$ cat src/rtl/alu_mc.sv
// Handshaked ALU: single-cycle arithmetic/logic ops plus iterative MUL/DIVU/REMU.
// Result and CMP flags are registered and held until the consumer takes them.
module alu_mc #(
  parameter int WIDTH      = 16,
  parameter bit MUL_DIV_EN = 1'b1
) (
  input  logic             clk,
  input  logic             rst_n,
  input  logic             in_valid,
  output logic             in_ready,
  input  logic [3:0]       alucode,
  input  logic [WIDTH-1:0] a,
  input  logic [WIDTH-1:0] b,
  output logic             out_valid,
  input  logic             out_ready,
  output logic [WIDTH-1:0] result,
  output logic [4:0]       flags,
  output logic             busy
);

  localparam logic [3:0] OP_ADD  = 4'b0000;
  localparam logic [3:0] OP_SUB  = 4'b0001;
  localparam logic [3:0] OP_CMP  = 4'b0010;
  localparam logic [3:0] OP_AND  = 4'b0011;
  localparam logic [3:0] OP_OR   = 4'b0100;
  localparam logic [3:0] OP_XOR  = 4'b0101;
  localparam logic [3:0] OP_LSH  = 4'b0110;
  localparam logic [3:0] OP_LUI  = 4'b0111;
  localparam logic [3:0] OP_MUL  = 4'b1010;
  localparam logic [3:0] OP_DIVU = 4'b1011;
  localparam logic [3:0] OP_REMU = 4'b1100;

  localparam int                CW        = $clog2(WIDTH);
  localparam logic [CW-1:0]     LAST      = CW'(WIDTH - 1);
  localparam logic [WIDTH:0]    SHIFT_LIM = (WIDTH + 1)'(WIDTH);

  typedef enum logic [1:0] {IDLE, BUSY, DONE} state_t;

  state_t            state, state_nxt;
  logic              accept, multi_op, last_step;
  logic [3:0]        op_code;
  logic [WIDTH-1:0]  opnd, shreg, acc;
  logic [CW-1:0]     count;

  logic [WIDTH-1:0]  alu_res, sub_res, shl_res;
  logic [WIDTH:0]    shamt;
  logic [4:0]        cmp_flags;
  logic [WIDTH-1:0]  mul_acc, rem_nxt, quo_nxt, acc_nxt, shreg_nxt, fin_res;
  logic [WIDTH:0]    rem_sh, rem_diff;
  logic              div_ge;

  assign accept    = in_valid && in_ready;
  assign multi_op  = MUL_DIV_EN && (alucode inside {OP_MUL, OP_DIVU, OP_REMU});
  assign last_step = (count == LAST);

  // NOTE: sequential state uses non-blocking assignments so every register samples pre-edge values.
  always_ff @(posedge clk or negedge rst_n) begin
    if (!rst_n) state <= IDLE;
    else        state <= state_nxt;
  end

  // NOTE: each combinational block assigns a default first so no path leaves a latch.
  always_comb begin
    state_nxt = state;
    case (state)
      IDLE:    if (accept) state_nxt = multi_op ? BUSY : DONE;
      BUSY:    if (last_step) state_nxt = DONE;
      DONE: begin
        if (accept)         state_nxt = multi_op ? BUSY : DONE;
        else if (out_ready) state_nxt = IDLE;
      end
      default: state_nxt = IDLE;
    endcase
  end

  always_comb begin
    in_ready  = (state == IDLE) || ((state == DONE) && out_ready);
    out_valid = (state == DONE);
    busy      = (state == BUSY);
  end

  // Single-cycle ops; the shift count is a signed magnitude, widened so -2^(W-1) negates cleanly.
  always_comb begin
    sub_res   = b - a;
    shamt     = a[WIDTH-1] ? ({1'b0, ~a} + (WIDTH + 1)'(1)) : {1'b0, a};
    shl_res   = '0;
    if (shamt < SHIFT_LIM) shl_res = a[WIDTH-1] ? (b >> shamt) : (b << shamt);
    cmp_flags = {b < a, b < a,
                 (a[WIDTH-1] != b[WIDTH-1]) && (sub_res[WIDTH-1] != b[WIDTH-1]),
                 a == b, $signed(b) < $signed(a)};
    case (alucode)
      OP_ADD:  alu_res = a + b;
      OP_SUB:  alu_res = sub_res;
      OP_AND:  alu_res = a & b;
      OP_OR:   alu_res = a | b;
      OP_XOR:  alu_res = a ^ b;
      OP_LSH:  alu_res = shl_res;
      OP_LUI:  alu_res = {a[WIDTH/2-1:0], b[WIDTH/2-1:0]};
      default: alu_res = a;
    endcase
  end

  // One iteration per BUSY cycle: opnd holds a, shreg streams b out MSB-first.
  // MUL accumulates MSB-first; DIV restores, with the quotient shifted into shreg.
  always_comb begin
    mul_acc  = (acc << 1) + (shreg[WIDTH-1] ? opnd : '0);
    rem_sh   = {acc, shreg[WIDTH-1]};
    rem_diff = rem_sh - {1'b0, opnd};
    div_ge   = !rem_diff[WIDTH];
    rem_nxt  = div_ge ? rem_diff[WIDTH-1:0] : rem_sh[WIDTH-1:0];
    quo_nxt  = {shreg[WIDTH-2:0], div_ge};
    if (op_code == OP_MUL) begin
      acc_nxt   = mul_acc;
      shreg_nxt = shreg << 1;
    end else begin
      acc_nxt   = rem_nxt;
      shreg_nxt = quo_nxt;
    end
    case (op_code)
      OP_DIVU: fin_res = quo_nxt;
      OP_REMU: fin_res = rem_nxt;
      default: fin_res = mul_acc;
    endcase
  end

  // NOTE: the whole datapath is reset, so a reset mid-BUSY also clears the counter and partial results.
  always_ff @(posedge clk or negedge rst_n) begin
    if (!rst_n) begin
      result  <= '0;
      flags   <= '0;
      op_code <= '0;
      opnd    <= '0;
      shreg   <= '0;
      acc     <= '0;
      count   <= '0;
    end else if (accept) begin
      op_code <= alucode;
      opnd    <= a;
      shreg   <= b;
      acc     <= '0;
      count   <= '0;
      if (!multi_op)         result <= alu_res;
      if (alucode == OP_CMP) flags  <= cmp_flags;
    end else if (busy) begin
      acc   <= acc_nxt;
      shreg <= shreg_nxt;
      count <= count + CW'(1);
      if (last_step) result <= fin_res;
    end
  end

endmodule

$ cat config.mk
export PLATFORM = sky130hd
export DESIGN_NAME = alu_mc
export DESIGN_NICKNAME = d
export VERILOG_FILES = /design/src/rtl/alu_mc.sv
export SDC_FILE = /design/constraint.sdc
export NUM_CORES = 1
export LEC_CHECK = 0
export ABC_AREA = 0
export CAP_MARGIN = 5
export CORE_UTILIZATION = 30
export DETAILED_ROUTE_END_ITERATION = 6
export PLACE_DENSITY_LB_ADDON = 0.05
export SLEW_MARGIN = 20
export SYNTH_ARGS = -nofsm -noshare
export SYNTH_HDL_FRONTEND = slang
export SYNTH_SLANG_ARGS = --single-unit
$ cat constraint.sdc
create_clock -name clk -period 4 [get_ports clk]
set_input_delay 0.4 -clock clk [delete_from_list [all_inputs] [get_ports clk]]
set_output_delay 0.4 -clock clk [all_outputs]
set_load 0.02 [all_outputs]
; ---- After elaboration in Yosys (flattened, before gate mapping)
; Index checks and enable logic that the tools add are counted.
; W data, S select, Z words.
[word_totals]
ff_bits = 78
in_bits = 40
elab_cells = 84
[op_classes]
addsub = 6
muxes = 25
n_bitwise = 4
n_eq_ne = 23
order_cmp = 3
shifts = 2
n_reduce_logical = 13
[ops]
columns = operator, n
row1 = $mux W16, 13
row2 = $pmux W16 S7, 1
row3 = $add A16 B16 Y16, 2
row4 = $lt A16 B16 Y1, 2
row5 = $pmux W16 S2, 1
row6 = $eq A4 B4 Y1 const B, 7
row7 = $add A16 B1 Y17 const B, 1
row8 = $lt A17 B5 Y1 const B, 1
row9 = $mux W17, 1
row10 = $shl A16 B17 Y16, 1
row11 = $shr A16 B17 Y16, 1
row12 = $sub A17 B16 Y17, 1
row13 = $and A16 B16 Y16, 1
row14 = $eq A16 B16 Y1, 1
row15 = $eq A4 B3 Y1 const B, 4
row16 = $not A16 Y16, 1
row17 = $or A16 B16 Y16, 1
row18 = $sub A16 B16 Y16, 1
row19 = $xor A16 B16 Y16, 1
row20 = $mux W2, 5
row21 = $eq A4 B2 Y1 const B, 2
row22 = $mux W4, 2
row23 = $pmux W2 S3, 1
row24 = $reduce_and A3 Y1, 2
row25 = 17 further kinds, 22

; ---- Logic depth before layout (Yosys ltp)
; Gate-level depths: netlist of run 1.
[logic_depth]
word_depth = 9
mapped_depth = 16

; ---- Least setup slack after synthesis of run 1
; No wires, ideal clock.
[synth_path]
path_type = input -> register
from = input port a[0]
to = register result[0]
setup_ps = 69
stages = 13
slack_ps = 265
t_arrival_ps = 3666
path_buffers = 2
t_required_ps = 3931
path_cell_list = inv_1 -> buf_1 -> clkbuf_1 -> ha_1 -> or3b_1 -> a211oi_1 -> o21ai_0 -> or4b_4 -> or3_4 -> o21ai_1 -> o21ai_1 -> a311o_1 -> nand3_1
[synth_via]
elab_chain_cells = 9
elab_cells_between_ends = 16
classes_between = add/sub (3) / order compare (1) / shift (2) / mux (6) / bitwise (4)
[synth_rtl]
columns = item, line
row1 = start: declaration, 12  ; input logic [WIDTH-1:0] a,
row2 = "parallel branches: the longest is 6 deep, another holds $add A16 B1 Y17", -
row3 = $pmux W16 S7 (*), 91  ; case (alucode)
row4 = $mux W16 (*), 142  ; if (!multi_op) result <= alu_res;
row5 = $mux W16 (*), 136  ; end else if (accept) begin
row6 = end signal: assignment, 142
row7 = end signal: assignment, 148  ; if (last_step) result <= fin_res;
row8 = end: declaration, 16  ; output logic [WIDTH-1:0] result,
; Every way passes the cells marked *. The select of a mux whose other input is x is not followed.
; A chain may end at the register's enable or synchronous reset.

; ---- Worst setup path after layout of run 1
[layout_path]
from = register shreg[15]
to = register result[14]
[layout_via]
elab_chain_cells = 6
elab_cells_between_ends = 8
classes_between = add/sub (2) / mux (6)
[layout_rtl]
columns = item, line
row1 = start: declaration, 42  ; logic [WIDTH-1:0] opnd, shreg, acc;
row2 = start signal: assignment, 146  ; shreg <= shreg_nxt;
row3 = $sub A17 B16 Y17 or $mux W16 (tied branches), "108, 106"
row4 = $mux W16 or $add A16 B16 Y16 (tied branches), "110, 106"
row5 = $pmux W16 S2 (*), 119  ; case (op_code)
row6 = $mux W16 (*), 148
row7 = $mux W16 (*), 144  ; end else if (busy) begin
row8 = $mux W16 (*), 136
; Mark *: on every way between the ends. The rest lies on a longest branch, timed or not. The select of a mux whose other input is x is not followed.

==> metrics.yaml, run 1 <==
min_path:
  hp-class: "in2async"
clocking:
  clkLatencyLatePin_ns: 0.35
  cts_inserted_buffers: 9
  cts_root_buf: "clkbuf_16"
  postCtsSetupBuffers: 0
  cts_tree: "yes"
  clkSlewWorstSetupHoldPaths_ns: 0.06
  htree_levels: 3
  clkSinkCount: 78
  cts.path.max_buffers: 2
logic_synthesis:
  ys_warn_count: 0
  yosysTopAreaCell: "dfrtp_1"
  synth_top_area_share_pct: 20.16
  synthTopCellsByCount: "nand2_1, o21ai_0, nor2_1"
  ys_top_cells_by_area: "dfrtp_1, ha_1, nand2_1"
  synth_xor_area_share_pct: 3.605
  synthMostInstantiatedCell: "nand2_1"
  netlist_area_sq_um: 9683
  syn_inst: 1247
  synth_enable_flop_cells: 0
  synth_compound_area_share_pct: 29.16
  synth_mux_area_share_pct: 9.691
  synth_area_per_cell_sq_um: 7.765
  ys_ff_latch: 78
  synth-simple-area-share_pct: 19.55
  synth_top_family_by_area: "compound AO/OA/AOI/OAI gates"
  yosysUniqueCellTypes: 86
  synth_ff_type: "dfrtp_1"
  synth_fp_nets: 1372
  synth_fa_ha_area_share_pct: 11.29
  synth.yosys.seq_area_share_pct: 20.16
  ys_async_sr_fraction_pct: 100.0
floorplan:
  fp.dieH_microns: 181.7
  die_x_microns: 181.7
  initial_core_util_pct: 30.61
  rows: 65
  die_area_sq_um: 33000
  pin_count: 64
  core_sq_um: 31640
global_routing:
  grt_pass1_vias: 10290
  antenna_found_initial: 1
  grt_use_total_pct: 27.83
  grt-ovfl-total: 0
  grt_start_max_net_pins: 53
  grt_pass1_wl_mm: 67.93
routing:
  drc_errors: 0
  via_count: 10400
  avgRoutedWirePerCell_microns: 25.79
  viasPerCell: 5.898
  drtPass1Iterations: 7
  drtIter0Drc: 783
  ant_nets: 0
  drt_wl_total_mm: 45.49
timing:
  finClkSkew_ns: 0.01277
  slew_violations: 0
  fin_crit_sh_pct: 93.76
  final-setup-viol-count: 0
  min_period_ns: 3.750
  worst_slew_pin_slew_ns: 1.076
  hold_viol: 0
  fmax_ghz: 0.2666
  setup-tns-final_ns: 0
  slew_headroom_pct: 28.17
  rsz0062_at_grt: "no"
worst_setup_path:
  arrival_ns: 3.98
  worstSetupPathType: "reg2reg"
  cp_max_fo: 14
  rr_worst_depth: 15
  end_kind: "flip-flop"
  crit_required_ns: 4.23
  cp-start-kind: "flip-flop"
cells_and_area:
  diodes: 0
  final_net_count: 1484
  n_fill_cell: 3365
  drive_above_1_share_pct: 13.36
  design_area_sq_um: 11630
  area_delta_synth_final_pct: 20.08
placement:
  finalWeightedCongestion: 0.9375
  dpl_cell_area_sq_um: 11370
  portBuffers: 63
  dp.final_hpwl_mm: 36.59
flow_run:
  cap_viol_max_count: 0
outcome:
  status: "completed"
pwr:
  peakVddDrop_uv: 216.8
  leakage_nw: 5.072
  p_per_area_nw_per_um2: 427.1
## cell usage in the layout (no fill, tap or decap), types with 5 or more instances in the layout
cell               n
o21ai_0           98
nand2b_1          10
and3_1             6
nor3_1            31
nand4_1            7
nor4_1            12
clkdlybuf4s50_1   61
o21bai_1           8
a221o_1            6
xnor2_1           26
or3_1              6
a21oi_1           81
o22ai_1           14
ha_1              81
o211ai_1          19
mux2i_1           53
o31ai_1            8
a22o_1            10
mux4_2            14
a221oi_1          22
buf_4            115
a211oi_1          16
a211o_1            7
or2_2              6
inv_1             66
a22oi_1           29
a31oi_1           13
mux2_2             7
nor2b_1            9
clkbuf_16          9
nor2_1            92
o21a_1             8
o221ai_1           5
a21o_1            16
o311ai_0           5
nand2_1          166
dfrtp_1           78
nand3_1           28
xor2_1            12
## state kept, by name, indices dropped and copies added, names as in the netlist
register,flops
acc,16
opnd,16
result,16
shreg,16
count,4
flags,4
op_code,4
state,2
## repair_timing
action                     in CTS  in global routing
resized for setup               0                  2
hold buffers                    0                  0
setup endpoints to repair       0                  7
## final cells by class
type	instances	area, sq um	share of cell area, %
Timing Repair Buffer	181	1550	13.33
Multi-Input combinational cell	1021	7118	61.22
Clock buffer	13	240.2	2.066
Tap cell	402	503.0	4.326
Clock inverter	1	8.758	0.07533
Inverter	68	255.2	2.195
Sequential cell	78	1952	16.79
## logic make-up (layout without fill, tap and decap cells)
logic type               after synthesis  count (layout)
AO/OA/AOI/OAI                        419             419
AND/OR/NAND/NOR                      403             403
buffers and inverters                148             263
adder cells (fa/ha/maj)               85              85
flip-flops                            78              78
multiplexers                          75              75
XOR/XNOR                              39              39
## critical path, cell delays in order, from the launching register on
cell and delay (ns):
dfrtp_1 0.38, inv_1 0.07, buf_4 0.22, nor2_1 0.09, ha_1 0.30, a211oi_1 0.21
nor2_1 0.10, nor4_1 0.20, buf_4 0.18, o311ai_0 0.20, o41ai_1 0.35, buf_4 0.18
o21ai_0 0.10, xor2_1 0.17, a221o_1 0.43, a2111o_1 0.44
## metal layers
metal	GRT usage, %	vias up	wire, microns
li1	-	4868	-
met1	37.05	5069	20310
met2	45.18	381	20990
met3	3.028	86	2168
met4	12.75	0	2029
met5	0	-	0
## through the flow
stage	setup WS (ns)	hold slack, ns	power [mW]	instances	util (%)
global route	0.002347	0.1329	5.320	1764	36.75
CTS	0.1878	0.1144	4.972	1764	36.74
finish	0.2496	0.07674	4.966	1764	36.75
detailed placement	0.03502	0.4804	4.196	1750	35.95
global placement	0.03433	0.4754	4.223	1750	35.95
floorplan	0.2652	0.1044	3.050	1247	-
## where the power goes
part / internal, mW / total, mW / switching [mW]
Combinational: 1.20 / 2.98 / 1.79
Sequential: 1.01 / 1.23 / 0.222
Clock: 0.416 / 0.750 / 0.335
Total: 2.62 / 4.97 / 2.34
## worst paths after layout
kind                              endpoint  slack (ns)  startpoint
worst min register to register    flags[2]        0.49    flags[2]
worst min-delay path              flags[1]        0.08       rst_n
worst max register to register  result[14]        0.25   shreg[15]
min in group clk                  flags[2]        0.49    flags[2]
worst max-delay path            result[14]        0.25   shreg[15]
max in group asynchronous         count[2]        3.05       rst_n
Power figures use the tool's default switching activity.
==> run 2: changes to the inputs <==
==> constraint.sdc (replaced) <==
create_clock -name clk -period 4.4 [get_ports clk]
set_input_delay 0.88 -clock clk [delete_from_list [all_inputs] [get_ports clk]]
set_output_delay 0.88 -clock clk [all_outputs]
set_load 0.02 [all_outputs]
==> metrics.yaml, run 2 (synthesis gave the netlist of run 1 again) <==
floorplan:
  pin_count: 64
  initial_core_util_pct: 30.61
  fp.dieH_microns: 181.7
  core_sq_um: 31640
  die_x_microns: 181.7
  die_area_sq_um: 33000
  rows: 65
global_routing:
  grt-ovfl-total: 0
  grt_start_max_net_pins: 55
  grt_use_total_pct: 27.76
  antenna_found_initial: 0
  grt_pass1_vias: 10150
  grt_pass1_wl_mm: 67.89
pwr:
  clkPwrFrac_pct: 15.3
  p_int_mw: 2.413
  power_frac_comb_pct: 60.1
  p_total_mw: 4.558
  p_seq_share_pct: 24.6
  leakage_nw: 5.099
  sw_frac_of_total_pct: 47.05
  p_per_area_nw_per_um2: 390.2
  peakVddDrop_uv: 180.4
  power_switching_mw: 2.145
clocking:
  cts_root_buf: "clkbuf_16"
  postCtsSetupBuffers: 0
  clkSlewWorstSetupHoldPaths_ns: 0.06
  ctsHoldBuffers: 0
  cts_tree: "yes"
  cts_inserted_buffers: 9
  htree_levels: 3
  clkLatencyLatePin_ns: 0.35
  clkSinkCount: 78
  cts.path.max_buffers: 2
  post_cts_resized: 0
cells_and_area:
  final_cell_mix: "nand2_1, buf_4, o21ai_0"
  area_delta_synth_final_pct: 20.62
  seqCellArea_sq_um: 1952
  layout_commonest_cell: "nand2_1"
  multiInputGateArea_sq_um: 7118
  drive_above_1_share_pct: 13.90
  n_fill_cell: 3355
  final_net_count: 1487
timing:
  finClkSkew_ns: 0.009981
  final-setup-viol-count: 0
  setup-tns-final_ns: 0
  hold_viol: 0
  rsz0062_at_grt: "no"
  min_period_ns: 4.111
  fmax_ghz: 0.2432
  slew_violations: 0
  fin_crit_sh_pct: 93.44
  worst_slew_pin_slew_ns: 0.9245
  slew_headroom_pct: 38.14
worst_setup_path:
  worstSetupPathType: "reg2reg"
  crit_required_ns: 4.68
  crit_slowest_cell: "o21ai_0"
  arrival_ns: 4.39
  slowest_delay_ns: 0.50
  cp_num_buf_inv: 6
  cp_max_fo: 6
  cp_common_cell: "buf_4"
  crit_chain: "inv_1, ha_1, inv_1, fa_1, a211oi_1, o21ai_0, a31oi_1, buf_4, a2111o_1, o211ai_1, buf_4, buf_4, buf_4, mux2i_1, o21ai_0, o221a_2"
  critPathTopFamily: "compound AO/OA/AOI/OAI gates"
  cp-start-kind: "flip-flop"
  end_kind: "flip-flop"
min_path:
  hp-class: "reg2reg"
routing:
  drtPass1Iterations: 6
  drtIter0Drc: 876
  avgRoutedWirePerCell_microns: 25.78
  drc_errors: 0
  via_count: 10480
  drt_wl_total_mm: 45.62
  ant_nets: 0
  viasPerCell: 5.920
placement:
  dp.final_hpwl_mm: 36.57
  finalWeightedCongestion: 0.9799
  portBuffers: 63
outcome:
  status: "completed"
flow_run:
  cap_viol_max_count: 0
-- run 2: per-stage QoR --
step                      instance area, sq um  hold slack, ns  setup WS, ns  utilization, %  cells
after CTS                                11680          0.4923        0.2199           36.91   1769
after global routing                     11680          0.5316       0.07295           36.91   1769
final                                    11680          0.4841        0.2888           36.92   1770
after floorplan                           9683          0.4682        0.1852               -   1247
after global placement                   11410          0.4707       0.09033           36.06   1753
after detailed placement                 11410          0.4780       0.09511           36.06   1753
-- run 2: final cells by class --
class | instances | area share, %
multi-input cells | 1021 | 60.94
flip-flops and latches | 78 | 16.71
repair buffers | 184 | 13.54
well taps | 402 | 4.306
inverters | 68 | 2.185
clock buffers | 10 | 1.960
clock inverters | 6 | 0.3321
diodes | 1 | 0.02142
-- run 2: worst reg2reg max path, delay by kind of cell (launching register included) --
| kind | cells | cell delay, ns |
|---|---|---|
| flops | 1 | 0.37 |
| buf+inv | 6 | 0.85 |
| mux | 1 | 0.16 |
| compound gates | 7 | 1.95 |
| fa+ha+maj | 2 | 0.73 |
-- run 2: final timing paths --
check | startpoint | to | slack, ns | cells after the start
min | flags[0] | flags[0] | 0.48 | 2
min reg2reg | flags[0] | flags[0] | 0.48 | 2
max reg2reg | shreg[15] | result[2] | 0.29 | 16
min in group asynchronous | rst_n | flags[1] | 0.58 | 1
max | shreg[15] | result[2] | 0.29 | 16
max in group asynchronous | rst_n | opnd[15] | 2.95 | 2
-- run 2: metal layers --
layer / vias up / track usage [%] / part of all wire [%]
met5: - / 0 / 0
met4: 0 / 12.34 / 4.2
met3: 85 / 3.329 / 5.1
met2: 429 / 45.23 / 47
met1: 5094 / 36.76 / 44
li1: 4871 / - / -
-- run 2: power by group through the flow --
stage | clock [mW] | sequential (mW) | combinational [mW]
floorplan | 0 | 1.12 | 1.65
global placement | 0 | 1.13 | 2.74
detailed placement | 0 | 1.13 | 2.73
CTS | 0.717 | 1.12 | 2.74
global route | 0.752 | 1.15 | 2.99
finish | 0.697 | 1.12 | 2.74
